`src/rtl/iob_plic_claimer_if.sv`:
```
// IOb request/response bus shared by the PLIC claimer (master) and the PLIC target (slave).
// Requests are valid/address/wdata/wstrb; the one-cycle ready pulse carries rdata back.
interface iob_plic_claimer_if #(
  parameter int unsigned ADDR_W = 16,
  parameter int unsigned DATA_W = 32
);
  logic                  valid;
  logic [ADDR_W-1:0]     address;
  logic [DATA_W-1:0]     wdata;
  logic [DATA_W/8-1:0]   wstrb;
  logic [DATA_W-1:0]     rdata;
  logic                  ready;

  modport master (
    output valid,
    output address,
    output wdata,
    output wstrb,
    input  rdata,
    input  ready
  );

  modport slave (
    input  valid,
    input  address,
    input  wdata,
    input  wstrb,
    output rdata,
    output ready
  );
endinterface

```
`src/rtl/iob_plic_claimer.sv`:
```
// IOb initiator servicing one PLIC target: programs the threshold after reset, then on irq
// claims a source ID, presents it to a handler and writes it back as completion.
module iob_plic_claimer #(
  parameter int unsigned ADDR_W         = 16,
  parameter int unsigned DATA_W         = 32,
  parameter int unsigned SOURCES        = 8,
  parameter logic [15:0] CLAIM_ADDR     = 16'h0004,
  parameter logic [15:0] THRESHOLD_ADDR = 16'h0000,
  parameter int unsigned THRESHOLD_INIT = 0,
  parameter int unsigned TIMEOUT        = 255,
  localparam int unsigned ID_W          = $clog2(SOURCES + 1)
) (
  input  logic                clk,
  input  logic                rst,
  input  logic                irq,
  iob_plic_claimer_if.master  bus,
  output logic                id_valid,
  output logic [ID_W-1:0]     id,
  input  logic                id_done,
  output logic                busy,
  output logic                err
);

  localparam int unsigned STRB_W = DATA_W / 8;
  localparam int unsigned CNT_W  = $clog2(TIMEOUT + 1);
  localparam logic [CNT_W-1:0] CntLimit = CNT_W'(TIMEOUT);

  typedef enum logic [2:0] {
    StInitWr,
    StIdle,
    StClaimRd,
    StServe,
    StCompleteWr
  } state_e;

  state_e              state_q, state_d;
  logic                valid_q, valid_d;
  logic [ADDR_W-1:0]   address_q, address_d;
  logic [DATA_W-1:0]   wdata_q, wdata_d;
  logic [STRB_W-1:0]   wstrb_q, wstrb_d;
  logic                id_valid_q, id_valid_d;
  logic [ID_W-1:0]     id_q, id_d;
  logic                busy_q, busy_d;
  logic                err_q, err_d;
  logic [CNT_W-1:0]    cnt_q, cnt_d;

  logic                bus_hit;
  logic                bus_stall;
  logic [CNT_W-1:0]    cnt_inc;
  logic                timeout;
  logic [ID_W-1:0]     claimed_id;

  assign bus_hit    = valid_q && bus.ready;
  assign bus_stall  = valid_q && !bus.ready;
  assign cnt_inc    = cnt_q + CNT_W'(1);
  // A ready arriving on the limit cycle completes the transfer instead of timing out.
  assign timeout    = bus_stall && (cnt_inc == CntLimit);
  assign claimed_id = bus.rdata[ID_W-1:0];

  always_comb begin
    state_d    = state_q;
    valid_d    = valid_q;
    address_d  = address_q;
    wdata_d    = wdata_q;
    wstrb_d    = wstrb_q;
    id_valid_d = id_valid_q;
    id_d       = id_q;
    err_d      = 1'b0;
    cnt_d      = cnt_q;

    if (bus_stall) begin
      cnt_d = cnt_inc;
    end

    unique case (state_q)
      StInitWr: begin
        if (!valid_q) begin
          valid_d   = 1'b1;
          address_d = ADDR_W'(THRESHOLD_ADDR);
          wdata_d   = DATA_W'(THRESHOLD_INIT);
          wstrb_d   = '1;
          cnt_d     = '0;
        end else if (bus_hit) begin
          valid_d = 1'b0;
          state_d = StIdle;
        end
      end
      StIdle: begin
        if (irq) begin
          state_d   = StClaimRd;
          valid_d   = 1'b1;
          address_d = ADDR_W'(CLAIM_ADDR);
          wdata_d   = '0;
          wstrb_d   = '0;
          cnt_d     = '0;
        end
      end
      StClaimRd: begin
        if (bus_hit) begin
          valid_d = 1'b0;
          id_d    = claimed_id;
          // ID 0 means nothing was pending (spurious interrupt).
          if (claimed_id == '0) begin
            state_d = StIdle;
          end else begin
            state_d    = StServe;
            id_valid_d = 1'b1;
          end
        end
      end
      StServe: begin
        if (id_done) begin
          state_d    = StCompleteWr;
          id_valid_d = 1'b0;
          valid_d    = 1'b1;
          address_d  = ADDR_W'(CLAIM_ADDR);
          wdata_d    = DATA_W'(id_q);
          wstrb_d    = '1;
          cnt_d      = '0;
        end
      end
      StCompleteWr: begin
        if (bus_hit) begin
          valid_d = 1'b0;
          state_d = StIdle;
        end
      end
      default: begin
        state_d = StIdle;
        valid_d = 1'b0;
      end
    endcase

    if (timeout) begin
      valid_d    = 1'b0;
      err_d      = 1'b1;
      id_valid_d = 1'b0;
      state_d    = StIdle;
    end

    busy_d = (state_d != StIdle);
  end

  always_ff @(posedge clk) begin
    if (rst) begin
      state_q    <= StInitWr;
      valid_q    <= 1'b0;
      address_q  <= '0;
      wdata_q    <= '0;
      wstrb_q    <= '0;
      id_valid_q <= 1'b0;
      id_q       <= '0;
      busy_q     <= 1'b1;
      err_q      <= 1'b0;
      cnt_q      <= '0;
    end else begin
      state_q    <= state_d;
      valid_q    <= valid_d;
      address_q  <= address_d;
      wdata_q    <= wdata_d;
      wstrb_q    <= wstrb_d;
      id_valid_q <= id_valid_d;
      id_q       <= id_d;
      busy_q     <= busy_d;
      err_q      <= err_d;
      cnt_q      <= cnt_d;
    end
  end

  assign bus.valid   = valid_q;
  assign bus.address = address_q;
  assign bus.wdata   = wdata_q;
  assign bus.wstrb   = wstrb_q;
  assign id_valid    = id_valid_q;
  assign id          = id_q;
  assign busy        = busy_q;
  assign err         = err_q;

endmodule

```
`src/flat_wrapper.sv`:
```
// flat-port wrapper written by rule: the top's interface ports become plain ports
module iob_plic_claimer_flat 
#(
  parameter int unsigned ADDR_W         = 16,
  parameter int unsigned DATA_W         = 32,
  parameter int unsigned SOURCES        = 8,
  parameter logic [15:0] CLAIM_ADDR     = 16'h0004,
  parameter logic [15:0] THRESHOLD_ADDR = 16'h0000,
  parameter int unsigned THRESHOLD_INIT = 0,
  parameter int unsigned TIMEOUT        = 255,
  localparam int unsigned ID_W          = $clog2(SOURCES + 1)
)
  (clk, rst, irq, id_valid, id, id_done, busy, err, bus_valid, bus_address, bus_wdata, bus_wstrb, bus_rdata, bus_ready);
  iob_plic_claimer_if #(.ADDR_W(ADDR_W), .DATA_W(DATA_W)) bus_i ();
  input  logic clk;
  input  logic rst;
  input  logic irq;
  output logic id_valid;
  output logic [ID_W-1:0] id;
  input  logic id_done;
  output logic busy;
  output logic err;
  output wire logic [$bits(bus_i.valid)-1:0] bus_valid;
  output wire logic [$bits(bus_i.address)-1:0] bus_address;
  output wire logic [$bits(bus_i.wdata)-1:0] bus_wdata;
  output wire logic [$bits(bus_i.wstrb)-1:0] bus_wstrb;
  input wire logic [$bits(bus_i.rdata)-1:0] bus_rdata;
  input wire logic [$bits(bus_i.ready)-1:0] bus_ready;
  assign bus_valid = bus_i.valid;
  assign bus_address = bus_i.address;
  assign bus_wdata = bus_i.wdata;
  assign bus_wstrb = bus_i.wstrb;
  assign bus_i.rdata = bus_rdata;
  assign bus_i.ready = bus_ready;
  iob_plic_claimer #(.ADDR_W(ADDR_W), .DATA_W(DATA_W), .SOURCES(SOURCES), .CLAIM_ADDR(CLAIM_ADDR), .THRESHOLD_ADDR(THRESHOLD_ADDR), .THRESHOLD_INIT(THRESHOLD_INIT), .TIMEOUT(TIMEOUT)) u_core (.clk(clk), .rst(rst), .irq(irq), .bus(bus_i), .id_valid(id_valid), .id(id), .id_done(id_done), .busy(busy), .err(err));
endmodule
```
`config.mk`:
```
export PLATFORM = sky130hd
export DESIGN_NAME = iob_plic_claimer_flat
export DESIGN_NICKNAME = d
export VERILOG_FILES = /design/src/rtl/iob_plic_claimer_if.sv /design/src/rtl/iob_plic_claimer.sv /design/src/flat_wrapper.sv
export SDC_FILE = /design/constraint.sdc
export NUM_CORES = 1
export LEC_CHECK = 0
export ABC_AREA = 1
export ABC_CLOCK_PERIOD_IN_PS = 1300
export CORE_ASPECT_RATIO = 1.75
export CORE_UTILIZATION = 55
export DETAILED_ROUTE_END_ITERATION = 10
export DONT_BUFFER_PORTS = 1
export PLACE_DENSITY_LB_ADDON = 0.08
export SLEW_MARGIN = 0
export SYNTH_ARGS = -nofsm -noshare
export SYNTH_HDL_FRONTEND = slang
export SYNTH_SLANG_ARGS = --single-unit
export TNS_END_PERCENT = 50
```
`constraint.sdc`:
```
create_clock -name clk -period 1.3 [get_ports clk]
set_input_delay 0.39 -clock clk [delete_from_list [all_inputs] [get_ports clk]]
set_output_delay 0.39 -clock clk [all_outputs]
set_load 0.02 [all_outputs]
```
## Yosys cells after proc, flatten, opt, wreduce, memory -nomap -nowiden

Index checks and enable logic that the tools add are counted.

| cells by class | value |
|---|---|
| reductions and logical operators | 14 |
| equal/unequal tests | 12 |
| mux-type cells | 36 |
| add/sub/neg operators | 1 |

Operators by type and width:

| operator | count |
|---|---|
| 32-bit 2-to-1 mux | 3 |
| 32-bit case mux with 3 select lines | 1 |
| 16-bit 2-to-1 mux | 3 |
| 16-bit case mux with 3 select lines | 1 |
| 8-bit 2-to-1 mux | 4 |
| 8-bit case mux with 3 select lines | 1 |
| 3-bit 2-to-1 mux | 6 |
| 3-bit case mux with 5 select lines | 1 |
| 4-bit 2-to-1 mux | 3 |
| 4-bit case mux with 3 select lines | 1 |
| 1-bit 2-to-1 mux | 9 |
| 8-bit by 1-bit adder with 8-bit output (second input constant) | 1 |
| 8-bit equality test (second input constant) | 1 |
| 2-bit != test (second input constant) | 4 |
| 4-bit AND reduction | 2 |
| 3-bit by 2-bit equality test with 1-bit output (second input constant) | 2 |
| 4-bit zero test | 1 |
| 2-bit by 1-bit != test with 1-bit output (second input constant) | 2 |
| 1-bit case mux with 4 select lines | 1 |
| 2-bit OR reduction | 2 |
| 3-bit by 1-bit equality test with 1-bit output (second input constant) | 1 |
| 3-bit equality test (second input constant) | 1 |
| 1-bit logical AND | 3 |
| 3-bit zero test | 1 |
| 8 further kinds | 8 |

| word-level totals | value |
|---|---|
| logic and storage cells | 73 |
| bits in registers | 71 |

## Longest topological paths before layout

Gate-level depths: netlist of run 1.

| depth | value |
|---|---|
| word-level depth | 6 |
| depth in mapped cells | 11 |
| mapped depth without buffers | 11 |

## Worst setup path before layout of run 1

OpenSTA, ideal clock, no wires.

| path | value |
|---|---|
| kind | register to register |
| start point | reg u_core.cnt_q[1] |
| end point | reg u_core.busy_q, in the netlist u_core.busy |
| cell stages (with the launch flop) | 11 |
| path slack | -0.041 ns |
| path buffers | 0 |
| setup time | 0.109 ns |
| data arrival time | 1.232 ns |
| cell sequence | dfxtp_1 -> ha_1 -> nand2_1 -> nor2_1 -> nand2_1 -> nand2_1 -> nand2_1 -> nor2_2 -> nand3_1 -> nand2_1 -> inv_1 |

| between the ends | value |
|---|---|
| longest elaborated chain between the ends | 5 |

RTL lines:

| item | RTL line | text |
|---|---|---|
| start, declared | iob_plic_claimer.sv:45 | `logic [CNT_W-1:0] cnt_q, cnt_d;` |
| start signal, assigned | iob_plic_claimer.sv:166 | `cnt_q <= cnt_d;` |
| 8-bit by 1-bit adder with 8-bit output | iob_plic_claimer.sv:55 | `assign cnt_inc = cnt_q + CNT_W'(1);` |
| 8-bit equality test | iob_plic_claimer.sv:57 | `assign timeout = bus_stall && (cnt_inc == CntLimit);` |
| 1-bit logical AND | iob_plic_claimer.sv:57 |  |
| 3-bit 2-to-1 mux | iob_plic_claimer.sv:134 | `if (timeout) begin` |
| 3-bit by 1-bit != test with 1-bit output | iob_plic_claimer.sv:141 | `busy_d = (state_d != StIdle);` |
| end signal, assigned | iob_plic_claimer.sv:164 | `busy_q <= busy_d;` |
| end, declared | iob_plic_claimer.sv:43 | `logic busy_q, busy_d;` |

No other way between the ends.
A chain may end at the register's enable or synchronous reset.

## Final worst setup path of run 1

| path | value |
|---|---|
| start point | reg u_core.cnt_q[0] |
| end point | reg u_core.id_valid_q, in the netlist u_core.id_valid |

| between the ends | value |
|---|---|
| longest elaborated chain between the ends | 4 |

RTL lines:

| item | RTL line | text |
|---|---|---|
| 8-bit by 1-bit adder with 8-bit output | iob_plic_claimer.sv:55 |  |
| 8-bit equality test | iob_plic_claimer.sv:57 |  |
| 1-bit logical AND | iob_plic_claimer.sv:57 |  |
| 2-bit OR reduction (no source line) | n/a |  |
| end signal, assigned | iob_plic_claimer.sv:162 | `id_valid_q <= id_valid_d;` |
| end, declared | iob_plic_claimer.sv:41 | `logic id_valid_q, id_valid_d;` |

No other way between the ends.

==> run metrics, run 1 <==
Routed WL=3300 um; RSZ-0062 raised after global routing=true; GP Congestion=0.846; asr flop ratio synth=0; starting density of the core=0.591; Pleak=0.869 nW; Power Dens Cells=roughly 990 nW/um^2; main area contributors after synthesis=dfxtp_1 30%, buf_4 21%, nand2_1 11%, inv_1 6.4%, nor2_1 5.3%; most frequent cells after synthesis=49 x nand2_1, 46 x buf_4, 28 x inv_1; via count=about 1400; violated checks=DRC, setup timing; post-layout min period=approximately 1.4 ns; root buf cell=clkbuf_8; Sum Neg Setup Slack=-0.542 ns; die height=approximately 74 um; fin. max-slew vios=0; CTS Buf Count=3; Clk pin slew, worst setup/hold paths=0.09 ns; Main synth FF type=dfxtp_1; num rows=25; fin util=0.640; post-detail-place hpwl=approximately 2400 um; Max VDD drop=~0.65 mV; number of max-cap violations=0; Top Ports=97; fraction of final layout cells with drive strength greater than 1=0.272; Period Utilization, post-route=1.08; clk_skew=0.00169 ns; number of iterations in the first detailed-routing pass=7; Syn Std Cell Area=1640 um^2; Post-synth EDFFs=0; Max H-tree Level=1; DR iter-0 viols=33; CTS tree=built; Yosys cell types=24; vias in the first global route=about 1200; Yosys top cell by area=dfxtp_1; run status=complete, but fails checks; initial antenna violation count=0; Core Box Area=2780 um^2; YS warnings=0; global-route wire length before repair=about 4700 um; gr usage total=0.197; cts hold-fix bufs=0; Startpoint Class=flop; Area Growth Syn to Fin=8.45%; # diodes=0; worst setup margin=-0.105 ns; post-synth top area share=0.304; critical-path maximum fanout=4; ANT nets after route=0; Via density=around 4.9; Setup crit end kind=flop; remaining global-route overflow=0; nets@finish=290; final setup vio count=7; Sink Count=25; Seq cells post-synth=25; crit path kind=reg2reg; CTS Buffer Depth=2; Residual DRC=4; Final Hold Fails=0; sequential area share after synthesis=0.304; wire per inst=around 12 um; fmax=about 0.7 GHz; largest net degree at the start of global routing=16; Min-Delay Path Class=in2reg; die area=approximately 3200 um^2; Fill cells=roughly 270; Mapped Cells=238; Die Width=roughly 43 um; most frequent cell after synthesis=nand2_1; Synth Area per Inst=slightly below 7 um^2; critical path arrival=roughly 1.6 ns; Final Power=approximately 0.0018 W; # port buffers=0; Req. time, crit path=1.48 ns; clock latency on the worst-skew pair=0.27 ns
[per-stage QoR]
stage / setup WS, ns / instance area (um^2) / hold slack, ns / instances
final: -0.105 / 1780 / 0.169 / 277
after CTS: -0.0874 / 1690 / 0.169 / 277
after floorplan: -0.0244 / 1810 / 0.459 / 280
after global routing: -0.179 / 1780 / 0.160 / 277
after detailed placement: -0.207 / 1590 / 0.462 / 272
after global placement: -0.171 / 1590 / 0.460 / 272
[critical path: stages (launching register included)]
cell and delay, ns:
dfxtp_4 0.37, ha_4 0.17, nand2_4 0.09, inv_2 0.03, nand2_1 0.05, nand2_1 0.06, inv_1 0.08, nand3_2 0.11
nor2_4 0.12, nand2_2 0.08, nand2_4 0.09, nor2_1 0.05
[power by group]
group	switching, W	internal (W)
Clock	0.000260	0.000218
Combinational	0.000332	0.000123
Sequential	0.0000423	0.000797
[flip-flops by register name, indices dropped and copies added (netlist names)]
signal              cells
u_core.bus.address      1
u_core.bus.valid        1
u_core.bus.wdata        4
u_core.bus.wstrb        1
u_core.busy             1
u_core.cnt_q            8
u_core.err              1
u_core.id               4
u_core.id_valid         1
u_core.state_q          3
[layout by cell type (no fill, tap or decap)]
cell and n:
conb_1 43, buf_6 1, ha_4 2, a21oi_1 4
dfxtp_1 18, o21ai_1 4, inv_1 24, nor2_1 17
nand3_1 12, nand2_2 8, nand2_8 1, dfxtp_4 3
inv_4 1, o21ai_0 11, nand2_4 5, dfxtp_2 4
clkbuf_8 3, nor2_4 7, nand2_1 40, a21boi_0 1
a21oi_2 1, o21bai_1 1, inv_2 5, nand4_1 5
nor3_2 3, nand3_2 3, clkinvlp_4 1, nand3b_1 2
buf_4 13, nor2_2 7
[final timing paths]
kind                                                 start                                 end  slack [ns]  cells past startpoint
worst min-delay path                                   rst  u_core.bus.address[2]$_SDFFE_PP0P_        0.17                      1
worst min register to register  u_core.cnt_q[6]$_SDFF_PP0_          u_core.cnt_q[6]$_SDFF_PP0_        0.55                      2
worst max register to register  u_core.cnt_q[0]$_SDFF_PP0_        u_core.id_valid$_SDFFE_PP0P_       -0.10                     11
worst max-delay path            u_core.cnt_q[0]$_SDFF_PP0_        u_core.id_valid$_SDFFE_PP0P_       -0.10                     11
[cells by family (layout without fill, tap and decap cells)]
kind of cell,count (synthesis),count (layout),synth area share
AOI/OAI and AO/OA,22,22,0.0700
DFF,25,25,0.304
other,1,43,0.00228
buffers and inverters,78,48,0.285
adders and majority gates,2,2,0.0152
and+or+nand+nor,110,110,0.323
[metal layers]
metal,global-route usage,wire length (um),share of wire
met5,0,0,0
met4,0.125,63,0.019
met3,0.0340,143,0.043
met2,0.374,1950,0.59
met1,0.189,1140,0.35
[timing repair]
action | 4_1_cts | 5_1_grt
buffers inserted | 1 | 0
resized for setup | 11 | 37
pin swaps | 11 | 10
setup endpoints to repair | 7 | 24
[final cells by class]
class                   count  area [um^2]  area share
flip-flops and latches     25          517       0.290
inverters                  30          115      0.0646
multi-input cells         177          960       0.538
well taps                  27         33.8      0.0189
repair buffers             14          109      0.0611
clock inverters             1         7.51     0.00421
clock buffers               3         41.3      0.0232
Power figures use the tool's default switching activity.
==> inputs of run 2 (changes only) <==
--- a/config.mk
+++ b/config.mk
@@ -12,6 +12,7 @@
 export DETAILED_ROUTE_END_ITERATION = 10
 export DONT_BUFFER_PORTS = 1
 export PLACE_DENSITY_LB_ADDON = 0.08
+export SETUP_SLACK_MARGIN = 0.4
 export SLEW_MARGIN = 0
 export SYNTH_ARGS = -nofsm -noshare
 export SYNTH_HDL_FRONTEND = slang
==> run metrics, run 2 (synthesis gave the netlist of run 1 again) <==
placed cell area=approximately 1600 um^2; starting density of the core=0.591; Max H-tree Level=1; run status=complete, but fails checks; largest net degree at the start of global routing=15; crit path kind=reg2reg; Largest Register=u_core.cnt_q; Period Utilization, post-route=1.04; CTS Buf Count=3; Sink Count=25; Max VDD drop=approximately 0.7 mV; remaining global-route overflow=0; DR iter-0 viols=28; final design area excluding fillers=approximately 1800 um^2; Power Dens Cells=between 900 and 1000 nW/um^2; number of iterations in the first detailed-routing pass=7; Core Box Area=between 2000 and 3000 um^2; clk_skew=0.00209 ns; commonest non-fill, non-tap cell in the layout=conb_1; RSZ-0062 raised after global routing=true; fin. max-slew vios=0; Pleak=0.876 nW; violated checks=DRC, setup timing; Largest register FFs=8; # diodes=0; Residual DRC=6; commonest cells after routing, fill and taps aside=43 x conb_1, 38 x nand2_1, 22 x inv_1; die area=3220 um^2; fmax=around 0.74 GHz; post-detail-place hpwl=2290 um; Fill cells=between 200 and 300; global-route wire length before repair=4600 um; root buf cell=clkbuf_8; num rows=25; post-layout min period=1.35 ns; Min-Delay Path Class=in2reg; fin util=0.653; critical path arrival=around 1.5 ns; Req. time, crit path=~1.5 ns; Area Growth Syn to Fin=10.5%; number of max-cap violations=0; Sum Neg Setup Slack=-0.171 ns; pre-CTS setup slack=-0.0564 ns; # port buffers=0; ANT nets after route=0; Clk pin slew, worst setup/hold paths=roughly 0.09 ns; die height=74.3 um; hold_sp=rst; worst setup margin=-0.0483 ns; critical-path maximum fanout=4; Via density=about 4.7; Startpoint Class=flop; R2R Path Start=u_core.cnt_q[1]$_SDFF_PP0_; initial antenna violation count=0; wire per inst=10.7 um; Final Power=roughly 0.0018 W; via count=between 1000 and 1500; Routed WL=slightly below 3000 um; Crit. Startpoint=u_core.cnt_q[1]$_SDFF_PP0_; nets@finish=288; GP Congestion=between 0.8 and 0.9; vias in the first global route=1138; CTS tree=built; Final Hold Fails=0; clock latency on the worst-skew pair=between 0.2 and 0.3 ns; Top Ports=between 90 and 100; CTS Buffer Depth=2; multi-input logic area=956 um^2; sequential cell area=544 um^2; Die Width=43.3 um; Worst R2R Setup Slack=-0.05 ns; fraction of final layout cells with drive strength greater than 1=0.319; Setup crit end kind=flop; final setup vio count=5; gr usage total=0.187
## run 2: layout make-up
type / count / area share
inverters: 30 / 0.0647
clock inverters: 1 / 0.00275
well taps: 27 / 0.0186
repair buffers: 12 / 0.0654
flip-flops and latches: 25 / 0.300
clock buffers: 3 / 0.0227
multi-input cells: 177 / 0.526
## run 2: final timing paths
check / endpoint / cells after the start
hold / removal: u_core.bus.address[2]$_SDFFE_PP0P_ / 1
setup / recovery: u_core.busy$_SDFF_PP1_ / 11
setup reg to reg: u_core.busy$_SDFF_PP1_ / 11
hold reg to reg: u_core.bus.wdata[3]$_SDFFE_PP0P_ / 2
## run 2: report_power, final
| part | internal, W | switching [W] |
|---|---|---|
| clock | 0.000215 | 0.000256 |
| sequential | 0.000790 | 0.0000452 |
| combinational | 0.000136 | 0.000330 |
## run 2: per-layer routing
metal  vias to the layer above  share of wire  global-route usage
met1                       583           0.36               0.197
met4                         0          0.012              0.0694
li1                        674              -                   -
met3                         4          0.053              0.0364
met5                         -              0                   0
met2                        42           0.58               0.355
## run 2: worst max-delay path: stages, from the launching register on
cell and delay, ns:
dfxtp_4 0.37, ha_4 0.17, nand2_4 0.08, inv_2 0.04, nand2_2 0.05, nand2_2 0.05
inv_2 0.05, nand3_2 0.09, nor2_4 0.14, nand3_2 0.09, nand2_1 0.08, inv_1 0.04
## run 2: through the flow
step / hold slack (ns) / instances
3_3_place_gp: 0.460 / 269
5_1_grt: 0.160 / 275
6_report: 0.167 / 275
3_5_place_dp: 0.465 / 269
4_1_cts: 0.163 / 275
2_1_floorplan: 0.459 / 280
## run 2: repair_timing
item	CTS	global route
gates resized for setup	27	17
hold endpoints to repair	0	0
hold buffers	0	0
pin swaps	5	8
endpoints found under the setup margin	42	42
setup buffers	2	0
